<file path="src/rtl/jedro_1_csr_pkg.sv">
// Shared types and constants for the jedro_1 CSR access controller.
// Holds the funct3 op encodings, controller states and well-known CSR addresses.
package jedro_1_csr_pkg;

    typedef enum logic [2:0] {
        OP_RSV0 = 3'b000,
        OP_RW   = 3'b001,
        OP_RS   = 3'b010,
        OP_RC   = 3'b011,
        OP_RSV4 = 3'b100,
        OP_RWI  = 3'b101,
        OP_RSI  = 3'b110,
        OP_RCI  = 3'b111
    } csr_op_e;

    typedef enum logic [1:0] {
        ST_IDLE    = 2'd0,
        ST_READ    = 2'd1,
        ST_WRITE   = 2'd2,
        ST_TRAP_WR = 2'd3
    } ctrl_state_e;

    localparam logic [11:0] CSR_MSCRATCH = 12'h340;
    localparam logic [11:0] CSR_MEPC     = 12'h341;
    localparam logic [11:0] CSR_MCAUSE   = 12'h342;
    localparam logic [1:0]  RO_PREFIX    = 2'b11;

    // RS/RC variants with a zero source only read the CSR.
    function automatic logic op_write_en(csr_op_e op, logic src_zero);
        logic wen;
        wen = 1'b0;
        case (op)
            OP_RW, OP_RWI:                        wen = 1'b1;
            OP_RS, OP_RSI, OP_RC, OP_RCI:         wen = !src_zero;
            default:                              wen = 1'b0;
        endcase
        return wen;
    endfunction

    function automatic logic op_reserved(csr_op_e op);
        return (op == OP_RSV0) || (op == OP_RSV4);
    endfunction

endpackage

</file>
<file path="src/rtl/jedro_1_csr_rr_arb.sv">
// Two-way round-robin arbiter; req[1]/gnt[1] is the trap port, index 0 the instruction port.
// last_q remembers which index won most recently (0 after reset, so index 1 wins first).
module jedro_1_csr_rr_arb (
    input  logic       clk_i,
    input  logic       rstn_i,
    input  logic [1:0] req,
    input  logic       advance,
    output logic [1:0] gnt
);

    logic last_q;

    always_comb begin
        gnt = req;
        if (req == 2'b11) begin
            gnt = last_q ? 2'b01 : 2'b10;
        end
    end

    always_ff @(posedge clk_i or negedge rstn_i) begin
        if (!rstn_i) begin
            last_q <= 1'b0;
        end else if (advance && (gnt != 2'b00)) begin
            last_q <= gnt[1];
        end
    end

endmodule

</file>
<file path="src/rtl/jedro_1_csr_access_ctrl.sv">
// Sequences CSR file accesses: 3-state read-modify-write for CSR instructions,
// single-state writes for the trap unit, with round-robin arbitration in IDLE.
module jedro_1_csr_access_ctrl
    import jedro_1_csr_pkg::*;
#(
    parameter int DATA_WIDTH = 32,
    parameter int ADDR_WIDTH = 12
) (
    input  logic                  clk_i,
    input  logic                  rstn_i,
    input  logic                  instr_req_i,
    output logic                  instr_gnt_o,
    input  logic [2:0]            instr_op_i,
    input  logic [ADDR_WIDTH-1:0] instr_addr_i,
    input  logic [DATA_WIDTH-1:0] instr_operand_i,
    input  logic                  instr_src_zero_i,
    output logic                  instr_rvalid_o,
    output logic [DATA_WIDTH-1:0] instr_rdata_o,
    output logic                  instr_illegal_o,
    input  logic                  trap_req_i,
    output logic                  trap_gnt_o,
    input  logic [ADDR_WIDTH-1:0] trap_addr_i,
    input  logic [DATA_WIDTH-1:0] trap_wdata_i,
    input  logic                  flush_i,
    output logic [ADDR_WIDTH-1:0] csr_addr_o,
    output logic                  csr_we_o,
    output logic [DATA_WIDTH-1:0] csr_wdata_o,
    input  logic [DATA_WIDTH-1:0] csr_rdata_i,
    input  logic                  csr_exists_i,
    output logic [1:0]            dbg_state_o
);

    ctrl_state_e           state_q, state_d;
    csr_op_e               op_q;
    logic [ADDR_WIDTH-1:0] addr_q;
    logic [DATA_WIDTH-1:0] operand_q;
    logic                  src_zero_q;
    logic [DATA_WIDTH-1:0] old_q;
    logic                  illegal_q;
    logic                  wen_q;

    logic                  idle;
    logic [1:0]            arb_gnt;
    logic                  rd_wen;
    logic                  rd_illegal;
    logic [DATA_WIDTH-1:0] new_val;

    // Handshake: a requester holds req (and its fields) until it sees gnt high in the
    // same cycle; gnt is only raised in IDLE and the fields are captured on that edge.
    assign idle = (state_q == ST_IDLE);

    jedro_1_csr_rr_arb u_arb (
        .clk_i   (clk_i),
        .rstn_i  (rstn_i),
        .req     ({trap_req_i, instr_req_i} & {2{idle && rstn_i}}),
        .advance (idle),
        .gnt     (arb_gnt)
    );

    assign instr_gnt_o = arb_gnt[0];
    assign trap_gnt_o  = arb_gnt[1];
    assign dbg_state_o = state_q;

    assign rd_wen     = op_write_en(op_q, src_zero_q);
    assign rd_illegal = op_reserved(op_q) || !csr_exists_i ||
                        (rd_wen && (addr_q[ADDR_WIDTH-1 -: 2] == RO_PREFIX));

    always_comb begin
        new_val = operand_q;
        case (op_q)
            OP_RS, OP_RSI: new_val = old_q | operand_q;
            OP_RC, OP_RCI: new_val = old_q & ~operand_q;
            default:       new_val = operand_q;
        endcase
    end

    always_ff @(posedge clk_i or negedge rstn_i) begin
        if (!rstn_i) begin
            state_q    <= ST_IDLE;
            op_q       <= OP_RSV0;
            addr_q     <= '0;
            operand_q  <= '0;
            src_zero_q <= 1'b0;
            old_q      <= '0;
            illegal_q  <= 1'b0;
            wen_q      <= 1'b0;
        end else begin
            state_q <= state_d;
            if (instr_gnt_o) begin
                op_q       <= csr_op_e'(instr_op_i);
                addr_q     <= instr_addr_i;
                operand_q  <= instr_operand_i;
                src_zero_q <= instr_src_zero_i;
            end else if (trap_gnt_o) begin
                addr_q    <= trap_addr_i;
                operand_q <= trap_wdata_i;
            end
            if (state_q == ST_READ) begin
                old_q     <= csr_rdata_i;
                illegal_q <= rd_illegal;
                wen_q     <= rd_wen;
            end
        end
    end

    always_comb begin
        state_d         = state_q;
        instr_rvalid_o  = 1'b0;
        instr_rdata_o   = '0;
        instr_illegal_o = 1'b0;
        csr_addr_o      = '0;
        csr_we_o        = 1'b0;
        csr_wdata_o     = '0;
        case (state_q)
            ST_IDLE: begin
                if (trap_gnt_o) begin
                    state_d = ST_TRAP_WR;
                end else if (instr_gnt_o) begin
                    state_d = ST_READ;
                end
            end
            ST_READ: begin
                csr_addr_o = addr_q;
                state_d    = flush_i ? ST_IDLE : ST_WRITE;
            end
            ST_WRITE: begin
                // Past READ the access commits; flush has no effect here.
                instr_rvalid_o  = 1'b1;
                instr_rdata_o   = old_q;
                instr_illegal_o = illegal_q;
                csr_addr_o      = addr_q;
                csr_wdata_o     = new_val;
                csr_we_o        = wen_q && !illegal_q;
                state_d         = ST_IDLE;
            end
            ST_TRAP_WR: begin
                csr_addr_o  = addr_q;
                csr_wdata_o = operand_q;
                csr_we_o    = csr_exists_i;
                state_d     = ST_IDLE;
            end
            default: state_d = ST_IDLE;
        endcase
    end

endmodule

</file>
<file path="config.mk">
export PLATFORM = sky130hd
export DESIGN_NAME = jedro_1_csr_access_ctrl
export DESIGN_NICKNAME = d
export VERILOG_FILES = /design/src/rtl/jedro_1_csr_pkg.sv /design/src/rtl/jedro_1_csr_rr_arb.sv /design/src/rtl/jedro_1_csr_access_ctrl.sv
export SDC_FILE = /design/constraint.sdc
export NUM_CORES = 1
export LEC_CHECK = 0
export BUFFER_PORTS_ARGS = -buffer_cell sky130_fd_sc_hd__buf_2
export CORE_MARGIN = 4
export CORE_UTILIZATION = 40
export DETAILED_ROUTE_END_ITERATION = 12
export PLACE_DENSITY = 0.77
export REMOVE_ABC_BUFFERS = 1
export SKIP_CTS_REPAIR_TIMING = 1
export SLEW_MARGIN = 30
export SYNTH_ARGS = -nofsm -noshare
export SYNTH_HDL_FRONTEND = slang
export SYNTH_SLANG_ARGS = --single-unit
</file>
<file path="constraint.sdc">
create_clock -name clk_i -period 1.8 [get_ports clk_i]
set_input_delay 0.36 -clock clk_i [delete_from_list [all_inputs] [get_ports clk_i]]
set_output_delay 0.36 -clock clk_i [all_outputs]
set_load 0.005 [all_outputs]
</file>
==> results.toml <==
[outcome]
status = "complete, but fails checks"
violations = "negative setup slack"

[layout]
multi_input_area_um2 = 2370
num_antenna_cells = 0
syn_to_final_growth_pct = 41.2
nNetsFinal = 805
fillers = 951
ff_latch_area_um2 = 2100
finalNonFillerCells = 819
drive_gt1_share_pct = 46.4

[synthesis]
synth_area_um2 = 4560
ys_seq_area_share_pct = 46.1
async_flop_share_pct = 100
avgSynthCellArea_um2 = 9.87
synth_edf_count = 0
synthFlopType = "dfrtp_1"
synth.distinct_cells = 27
netlist_instances = 462
postSynthRegisterBits = 84
yosysWarnings = 0

[sta]
tns_ps = -9660
whs_ps = 258
fin_crit_sh_pct = 112
hold_violations = 0
period_needed_ps = 2020
tightest_slew_ps = 800
drv_slew = 0
setup_viol = 67
setup_ws_ps = -222
max-slew-margin-rel_pct = 46.7
max_freq_mhz = 494
clock_skew_ps = 5.47
grt_setup_unrepaired = "true"

[critical_path]
critPathLaunchType = "flip-flop"
cp_max_fo = 13
critical_path_class = "flip-flop to primary output"
cp_data_arrival_time_ps = 1660
critPathRequiredTime_ps = 1440
endpoint_kind = "primary output"

[place]
dp_cells = 794
gp_congestion = 0.894
hpwl_mm = 10.5
port_buffers = 211
post-place-ws_ps = 9.55

[die]
core_um2 = 11000
rows = 38
die_y_um = 115
start_util_pct = 41.5
die_x_um = 115
io_pins = 213
die_area_um2 = 13200

[grt]
grt_pass1_vias = 4635
grt.total_usage_pct = 22.4
grt_pass1_wl_mm = 23.4
antenna_found_initial = 0
grt.overflow.total = 0
grt_max_degree = 85

[pwr]
ir_worst_vdd_uv = 596
pwr_density_cell_nw_per_um2 = 1240
power_leakage_nw = 3.16

[route]
dr_total_vias = 4579
dr.first_iter.drc_count = 440
drt-total-wl_mm = 15.5
wl_met2_mm = 7.58
drt-met1-wl_mm = 6.18
drtAntennaViolNets = 0
top_layer = "met4"
firstDrtPassIters = 5
viasPerCell = 5.59
drc = 0
wl_met3_mm = 1.47
drt-wirelength-per-cell_um = 19.0

[clock_network]
cts-root-buf = "clkbuf_16"
cts_buffer_depth = 2
cts_buffers = 9
cts_tree = "done"
h-tree-depth = 3
cts.clk_slew.worst_paths_ps = 60
cts.sinks = 84
clkLatencyLatePin_ps = 330

[min_path]
hold_path_class = "input port to flip-flop"

[job]
max-cap-violations = 0
-- registers in the layout, indices dropped and copies added (netlist names) --
| name | count |
|---|---|
| op_q | 2 |
| old_q | 32 |
| operand_q | 32 |
| u_arb.last_q | 1 |
| addr_q | 12 |
| dbg_state_o | 2 |
| src_zero_q | 1 |
| wen_q | 1 |
| illegal_q | 1 |
-- power by group --
| part | leakage (nW) | total [mW] | switching, mW | internal, mW |
|---|---|---|---|---|
| clock network | 0.140 | 1.82 | 0.710 | 1.11 |
| logic | 2.01 | 3.07 | 1.41 | 1.67 |
| registers | 1.01 | 3.11 | 0.537 | 2.57 |
| total | 3.16 | 7.99 | 2.65 | 5.34 |
-- cell usage in the layout, fill, tap and decap left out, types with 7 or more instances in the layout --
master | synthesis | layout
a21boi_1 | 0 | 25
a21boi_2 | 0 | 7
a221o_1 | 44 | 44
and2_1 | 33 | 33
buf_12 | 0 | 7
buf_2 | 9 | 210
buf_4 | 0 | 16
buf_6 | 1 | 8
clkbuf_16 | 0 | 12
dfrtp_1 | 84 | 84
mux2_2 | 36 | 36
nand2_1 | 78 | 73
nand3b_1 | 33 | 33
nor2b_1 | 16 | 13
nor3_1 | 44 | 44
-- cell usage after synthesis, drive strengths merged, types with 2 or more instances --
master,instances,area [um^2]
a221o,44,440
nand3b,33,248
nor2,3,11.3
mux2,36,405
clkbuf,32,120
buf,11,60.1
nor2b,16,100
dfrtp,84,2100
and2,33,206
nor3b,2,26.3
nor3,44,220
a21oi,2,10.0
inv,3,11.3
a21boi,32,240
nand2,78,293
-- worst paths after layout --
path / slack (ps) / startpoint / end / cells past startpoint
max: -220 / dbg_state_o[0] / csr_wdata_o[2] / 7
min: 260 / trap_addr_i[7] / addr_q[7] / 2
max reg2reg: 30 / dbg_state_o[1] / op_q[1] / 4
min reg2reg: 500 / addr_q[8] / addr_q[8] / 1
max in group asynchronous: 970 / rstn_i / old_q[24] / 3
min in group asynchronous: 280 / rstn_i / dbg_state_o[1] / 3
-- metrics by stage --
| step | instance area (um^2) | total power, mW | utilization (%) |
|---|---|---|---|
| 3_3_place_gp | 5890 | 5.58 | 53.6 |
| 5_1_grt | 6440 | 8.48 | 58.6 |
| 6_report | 6440 | 7.99 | 58.6 |
| 4_1_cts | 6180 | 7.57 | 56.3 |
| 3_5_place_dp | 5900 | 5.72 | 53.7 |
| 2_1_floorplan | 4380 | 4.46 | - |
-- per-layer routing --
| layer | vias to the layer above | track usage [%] |
|---|---|---|
| met5 | - | 0 |
| met4 | 0 | 8.45 |
| met3 | 30 | 4.95 |
| met2 | 255 | 36.9 |
| met1 | 2216 | 29.0 |
| li1 | 2078 | - |
-- area by class of cell --
| type | instances | area share [%] |
|---|---|---|
| well taps | 140 | 2.72 |
| repair buffers | 245 | 23.2 |
| clock inverters | 2 | 0.544 |
| clock buffers | 13 | 3.89 |
| multi-input cells | 332 | 36.9 |
| inverters | 3 | 0.175 |
| flip-flops and latches | 84 | 32.7 |
-- worst max-delay path, cell delays in order, from the launching register on --
cell,delay (ps)
dfrtp_1,390
buf_6,140
nor2b_4,130
buf_12,140
buf_12,140
nand3b_1,80
a21boi_1,170
buf_2,150
-- cells by family (layout without fill, tap and decap cells) --
| family | after synthesis | in the layout | synth area share (%) |
|---|---|---|---|
| buffers and inverters | 46 | 263 | 4.20 |
| AOI/OAI and AO/OA | 84 | 84 | 16.1 |
| and+or+nand+nor | 212 | 212 | 24.7 |
| DFF | 84 | 84 | 46.1 |
| muxes | 36 | 36 | 8.89 |
(Power assumes the default switching activity.)
